File: src/rtl/branch_predictor.sv
// branch_predictor: bimodal direction predictor built from 2-bit saturating counters indexed by PC[INDEX_BITS+1:2]
//   CLK, RESET_N (async, active-low)   clock and reset
//   CLEAR / BUSY                       start or restart the table clear sweep / sweep in progress
//   PRED_EN, PRED_PC                   fetch-side lookup request
//   PRED_VALID, PRED_TAKEN             registered prediction, one cycle after PRED_EN
//   UPD_EN, UPD_OPCODE_6_TO_2,         execute-side resolved branch write-back
//   UPD_PC, UPD_TAKEN
//   Define BRANCH_PREDICTOR_BYPASS_EN to forward a same-cycle, same-index update onto the prediction.
module branch_predictor #(
  parameter int INDEX_BITS = 6,
  parameter logic [1:0] INIT_STATE = 2'b01
) (
  input  logic        CLK,
  input  logic        RESET_N,
  input  logic        CLEAR,
  output logic        BUSY,
  input  logic        PRED_EN,
  input  logic [31:0] PRED_PC,
  output logic        PRED_VALID,
  output logic        PRED_TAKEN,
  input  logic        UPD_EN,
  input  logic [4:0]  UPD_OPCODE_6_TO_2,
  input  logic [31:0] UPD_PC,
  input  logic        UPD_TAKEN
);
  localparam logic [4:0] OPCODE_BRANCH = 5'b11000;
  typedef enum logic {CLEARING, READY} state_t;
  state_t state, state_nxt;
  logic [INDEX_BITS-1:0] ptr, ptr_nxt, pred_idx, upd_idx;
  logic [1:0] mem [2**INDEX_BITS];
  logic [1:0] upd_cur, upd_new;
  logic upd_hit, pred_bit, unused;
  assign pred_idx = PRED_PC[INDEX_BITS+1:2];
  assign upd_idx = UPD_PC[INDEX_BITS+1:2];
  assign unused = ^{PRED_PC[31:INDEX_BITS+2], PRED_PC[1:0], UPD_PC[31:INDEX_BITS+2], UPD_PC[1:0]};
  assign upd_cur = mem[upd_idx];
  assign upd_new = UPD_TAKEN ? ((upd_cur == 2'b11) ? 2'b11 : upd_cur + 2'd1)
                             : ((upd_cur == 2'b00) ? 2'b00 : upd_cur - 2'd1);
  // An accepted CLEAR in READY swallows that cycle's update.
  assign upd_hit = UPD_EN && UPD_OPCODE_6_TO_2 == OPCODE_BRANCH && state == READY && !CLEAR;
`ifdef BRANCH_PREDICTOR_BYPASS_EN
  assign pred_bit = (upd_hit && upd_idx == pred_idx) ? upd_new[1] : mem[pred_idx][1];
`else
  assign pred_bit = mem[pred_idx][1];
`endif
  always_ff @(posedge CLK or negedge RESET_N) begin
    if (!RESET_N) begin
      state <= CLEARING;
      ptr <= '0;
    end else begin
      state <= state_nxt;
      ptr <= ptr_nxt;
    end
  end
  always_comb begin
    state_nxt = (CLEAR || (state == CLEARING && !(&ptr))) ? CLEARING : READY;
    ptr_nxt = CLEAR ? '0 : (state == CLEARING) ? ptr + INDEX_BITS'(1) : ptr;
  end
  always_comb BUSY = (state == CLEARING);
  // Table has no reset; the sweep initialises it one entry per cycle.
  always_ff @(posedge CLK) begin
    if (state == CLEARING) mem[ptr] <= INIT_STATE;
    else if (upd_hit) mem[upd_idx] <= upd_new;
  end
  always_ff @(posedge CLK or negedge RESET_N) begin
    if (!RESET_N) begin
      PRED_VALID <= 1'b0;
      PRED_TAKEN <= 1'b0;
    end else begin
      PRED_VALID <= PRED_EN;
      if (PRED_EN) PRED_TAKEN <= (state == CLEARING || CLEAR) ? 1'b0 : pred_bit;
    end
  end
endmodule
File: config.mk
export PLATFORM = sky130hd
export DESIGN_NAME = branch_predictor
export DESIGN_NICKNAME = d
export VERILOG_FILES = /design/src/rtl/branch_predictor.sv
export SDC_FILE = /design/constraint.sdc
export NUM_CORES = 1
export LEC_CHECK = 0
export CAP_MARGIN = 0
export CORE_MARGIN = 1.5
export CORE_UTILIZATION = 55
export CTS_CLUSTER_DIAMETER = 30
export CTS_CLUSTER_SIZE = 14
export DETAILED_ROUTE_END_ITERATION = 6
export HOLD_SLACK_MARGIN = 0.12
export PLACE_DENSITY = 0.9
export SLEW_MARGIN = 10
export SYNTH_ARGS = -nofsm -noshare
export SYNTH_HDL_FRONTEND = slang
export SYNTH_SLANG_ARGS = --single-unit
File: constraint.sdc
create_clock -name CLK -period 5.4 [get_ports CLK]
set_input_delay 0.81 -clock CLK [delete_from_list [all_inputs] [get_ports CLK]]
set_output_delay 0.81 -clock CLK [all_outputs]
set_load 0.02 [all_outputs]
# Word-level counts from Yosys, hierarchy flattened
# Memories as Yosys holds them, arrays and structs flattened.
# Index checks and enable logic that the tools add are counted.
# classes
n_addsub,3
n_eq_ne,3
mux,14
bitwise_logic,1
n_reduce_logical,11
# ops
op,n
6-bit 2-to-1 mux,3
2-bit 2-to-1 mux,4
1-bit 2-to-1 mux,7
"6-bit by 1-bit adder with 6-bit output, second input constant",1
6-bit AND reduction,1
"5-bit equality test, second input constant",1
1-bit logical AND,4
"2-bit by 1-bit adder with 2-bit output, second input constant",1
"2-bit equality test, second input constant",1
1-bit zero test,2
2-bit zero test,1
1-bit logical OR,2
"2-bit inequality test, second input constant",1
2-bit OR reduction,1
"2-bit by 1-bit subtractor with 2-bit output, second input constant",1
1-bit NOT,1
# word_totals
regBits,9
ramBits,128
in_bits,75
out_inout_bits,3
word_cells,37
mem_count,1
# mem_list
name,words,width,read_ports,rd_clocked_by_memory_dff,wr,line,rtl
mem,64,2,2,0,1,30,logic [1:0] mem [2**INDEX_BITS];

# Depth between registers and ports, before layout
# logic_depth
depth_word,9
mapped_depth,8
ltp_nobuf,6

# Least setup slack after synthesis
# OpenSTA, ideal clock, no wires.
# synth_timing
path_type,input -> register
startpoint,input port UPD_PC[2]
endpoint,memory mem[0][0] (data pin)
setup_time_ps,530
arrival_time_ps,4319
t_required_ps,4870
slack_ps,551
cell_stages,8
n_path_buf,2
cell_sequence,buf_4 -> buf_2 -> mux4_2 -> a22oi_1 -> a21oi_1 -> nor4_1 -> a21oi_1 -> o21bai_1
# synth_between
elab_chain_cells,5
elab_cells_between_ends,9
cone_classes,add/sub: 2; eq/ne: 1; mux: 4; reduce/logical: 1; memory: 1
# synth_lines
element,line,rtl
from (decl),23,"input logic [31:0] UPD_PC,"
memory 64 x 2 bit *,--,
"2-bit by 1-bit subtractor with 2-bit output, or another cell as far along",38,: ((upd_cur == 2'b00) ? 2'b00 : upd_cur - 2'd1);
"2-bit 2-to-1 mux, on equally long branches","38, 37",
2-bit 2-to-1 mux *,37,assign upd_new = UPD_TAKEN ? ((upd_cur == 2'b11) ? 2'b11 : upd_cur + 2'd1)
2-bit 2-to-1 mux (no line) *,--,
to (decl),30,
# Every way passes the cells marked *; elsewhere a longest branch is shown, timed or not.

# Final worst setup path
# layout_timing
startpoint,input port UPD_PC[3]
endpoint,memory mem[56][0] (data pin)
# The elaborated chain is that of the path after synthesis.

==> Implementation_results.wiki <==
{| class="wikitable"
! Metric !! Value
|-
| Outcome || complete, no violations
|-
| Leakage component of the power || 0.00258 µW
|-
| Count of cell types in the netlist || 40
|-
| Cell count after placement || ~560
|-
| Synth warn || 0
|-
| Overflow after GRT || 0
|-
| Global router's overall resource usage || 0.257
|-
| Avg Inst Size Synth || 15.7 µm²
|-
| Most used cells in the layout excluding fill and tap cells || edfxtp_1, nor2_1, mux4_2
|-
| Total Die Area || 12300 µm²
|-
| Number of buffers and inverters on the critical path || 3
|-
| Critical path endpoint category || register
|-
| Kind of path behind the tightest hold check || register to register
|-
| Worst path top cell family by delay || compound AO/OA/AOI/OAI gates
|-
| Setup-failing EPs final || 0
|-
| Final routed DRC violation total || 0
|-
| Die Height || 111 µm
|-
| Floorplan Core Area || 11400 µm²
|-
| Detailed Routing Iterations Pass 1 || 7
|-
| Final-stage net count || just over 500
|-
| Core occupancy in the finished layout || 0.647
|-
| EDFF count, synth || 128
|-
| Post-CTS Repair Setup Buffers || 0
|-
| Total wirelength of the detailed-routed design || 14800 µm
|-
| Initial antenna violation count || 0
|-
| Layout Area Growth over Synthesis || 14.9%
|-
| Endpoints failing hold || 0
|-
| Worst Reg-to-Reg Cells || 7
|-
| WP depth || 9
|-
| Maximum VDD drop || 0.000268 V
|-
| Antenna diodes || 0
|-
| Cts repair resizes || 0
|-
| Most common cell after layout, fill and taps aside || edfxtp_1
|-
| Clock-pin slew of the registers on the worst-case setup and hold paths || 0.05 ns
|-
| Worst-skew pair later-pin latency || approximately 0.42 ns
|-
| Post-synthesis async set-or-reset flop share || 0.0657
|-
| Number of vias in the routed layout || 4024
|-
| Count of max-cap constraint violations || 0
|-
| HPWL after detailed placement || a little over 9000 µm
|-
| Syn_nets || 485
|-
| Arrival time worst endpoint || 4.13 ns
|-
| Worst Hold Launch || PRED_TAKEN
|-
| Starting density of the core || 0.563
|-
| Most instantiated flip-flop cell in the synthesis netlist || edfxtp_1
|-
| Slowest cell on crit path || nor4_1
|-
| Floorplan row count || 39
|-
| CTS Sinks || 137
|-
| Placer's final routability congestion estimate || 0.881
|-
| Critical Path Source Type || primary input
|-
| Largest net degree at the start of global routing || 65
|-
| Post-Synthesis Cell Area || 6400 µm²
|-
| Worst hold stages || 2
|-
| Seq/Total Area, Yosys || 0.635
|-
| Ratio of routed vias to standard cells || 6.86
|-
| Max transition margin || 0.259
|-
| Data required time at the worst endpoint || roughly 5.6 ns
|-
| Number of global-route vias before repair || 4092
|-
| Antenna-violating nets left || 0
|-
| Final number of max-transition violations || 0
|-
| Ports placed on the boundary || 78
|-
| Least-Margin Pin Slew || 1.11 ns
|-
| Clock period minus worst slack || 3.89 ns
|-
| Crit. Startpoint || UPD_PC[3]
|-
| F_max || 257 MHz
|-
| Clock Skews || 0.00832 ns
|-
| I/O Buffers || 25
|-
| Setup repair after global routing missed its margin || false
|-
| Seq cells post-synth || 137
|-
| Cell-by-cell listing of the critical path || clkdlybuf4s50_1 -> buf_4 -> mux4_2 -> a22oi_1 -> a211oi_1 -> nor4_1 -> a21oi_1 -> o21bai_4 -> buf_12
|-
| Type of the worst setup path || primary input to register
|-
| Max Fanout on Critical Path || 43
|-
| Buffer cell driving the clock tree root || clkbuf_16
|-
| TNS Setup || 0 ns
|-
| Bufs on Longest Clock Path || 2
|-
| Number of DRC markers in iteration 0 || slightly below 600
|-
| Pwr/cell area || 320 nW/µm²
|-
| Total power || 2350 µW
|-
| CTS tree || built
|-
| Count of hold-fix buffers inserted at cts || 0
|-
| Number of levels in the clock H-tree || 4
|-
| Global-route wire length before repair || ~23000 µm
|-
| Num CTS Buffers || 17
|-
| Post-Synthesis Cells || 409
|-
| Critical register-to-register path startpoint || mem[28][1]
|-
| Layout cell share with drive strength beyond 1 || 0.200
|-
| Final Non-Filler Cells || 587
|-
| Period Utilization, post-route || 0.721
|-
| Critical Path Max Stage Delay || approximately 0.52 ns
|-
| Average wire length per cell after detail routing || 25.3 µm
|-
| Die width || approximately 110 µm
|}
state kept, by name (all words and copies together), names as in the netlist:
register	count
state	1
ptr	6
PRED_TAKEN	1
mem	128
PRED_VALID	1
final timing paths:
kind,to,slack (ns)
max in group asynchronous,PRED_VALID,4.42
min reg2reg,PRED_TAKEN,0.53
max reg2reg,mem[56][0],2.34
min in group asynchronous,ptr[5],0.69
max,mem[56][0],1.51
min,PRED_TAKEN,0.53
per-stage QoR:
| step | area, µm² | setup WS [ns] | hold WS [ns] |
|---|---|---|---|
| 2_1_floorplan | 6400 | 0.551 | 0.514 |
| 3_3_place_gp | 6780 | 0.984 | 0.509 |
| 3_5_place_dp | 6780 | 0.708 | 0.530 |
| 4_1_cts | 7320 | 1.07 | 0.539 |
| 5_1_grt | 7360 | 1.37 | 0.558 |
| 6_report | 7360 | 1.51 | 0.533 |
layer usage:
| layer | global-route usage | wire (µm) | part of all wire | vias to the layer above |
|---|---|---|---|---|
| met5 | 0 | 0 | 0 | - |
| met3 | 0.0749 | 1580 | 0.11 | 52 |
| met1 | 0.311 | 5160 | 0.35 | 1995 |
| li1 | - | - | - | 1659 |
| met2 | 0.420 | 7550 | 0.51 | 318 |
| met4 | 0.138 | 532 | 0.036 | 0 |
report_power, final:
group	leakage (µW)	switching [µW]	total (µW)	internal, µW
clock network	0.000255	410	1070	664
registers	0.00156	5.30	1160	1150
logic	0.000759	71.3	120	49.0
tightest hold or removal path, cell delays in order (launching register included):
cell and delay, ns:
dfrtp_1 0.38, inv_1 0.05, o21ai_1 0.06
layout make-up:
type | count | area [µm²]
Sequential cell | 137 | 4070
Clock inverter | 11 | 108
Tap cell | 143 | 179
Clock buffer | 19 | 433
Fill cell | 692 | 4010
Inverter | 7 | 26.3
Timing Repair Buffer | 32 | 335
Multi-Input combinational cell | 238 | 2210
cell usage after synthesis (4+ instances only):
| library cell | count | share of area |
|---|---|---|
| o21ai_0 | 4 | 0.0031 |
| dfrtp_1 | 9 | 0.035 |
| mux4_2 | 53 | 0.19 |
| clkbuf_1 | 17 | 0.010 |
| nor3_1 | 11 | 0.0086 |
| nand2b_1 | 9 | 0.0088 |
| nor2b_1 | 16 | 0.016 |
| inv_1 | 7 | 0.0041 |
| nand3_1 | 8 | 0.0063 |
| nor2_1 | 63 | 0.037 |
| a22oi_1 | 18 | 0.021 |
| edfxtp_1 | 128 | 0.60 |
| nand2_1 | 11 | 0.0064 |
| a21oi_1 | 14 | 0.011 |
cell families (layout without fill, tap and decap cells):
family | after synthesis | count (layout) | synth area share
AOI/OAI and AO/OA | 46 | 46 | 0.0457
xor gates and xnor gates | 5 | 5 | 0.00684
adders and majority gates | 2 | 2 | 0.00352
buffers and inverters | 34 | 69 | 0.0231
DFF | 137 | 137 | 0.635
muxes | 55 | 55 | 0.190
and+or+nand+nor | 130 | 130 | 0.0959
Note: power is estimated with default switching activity, not from simulation.
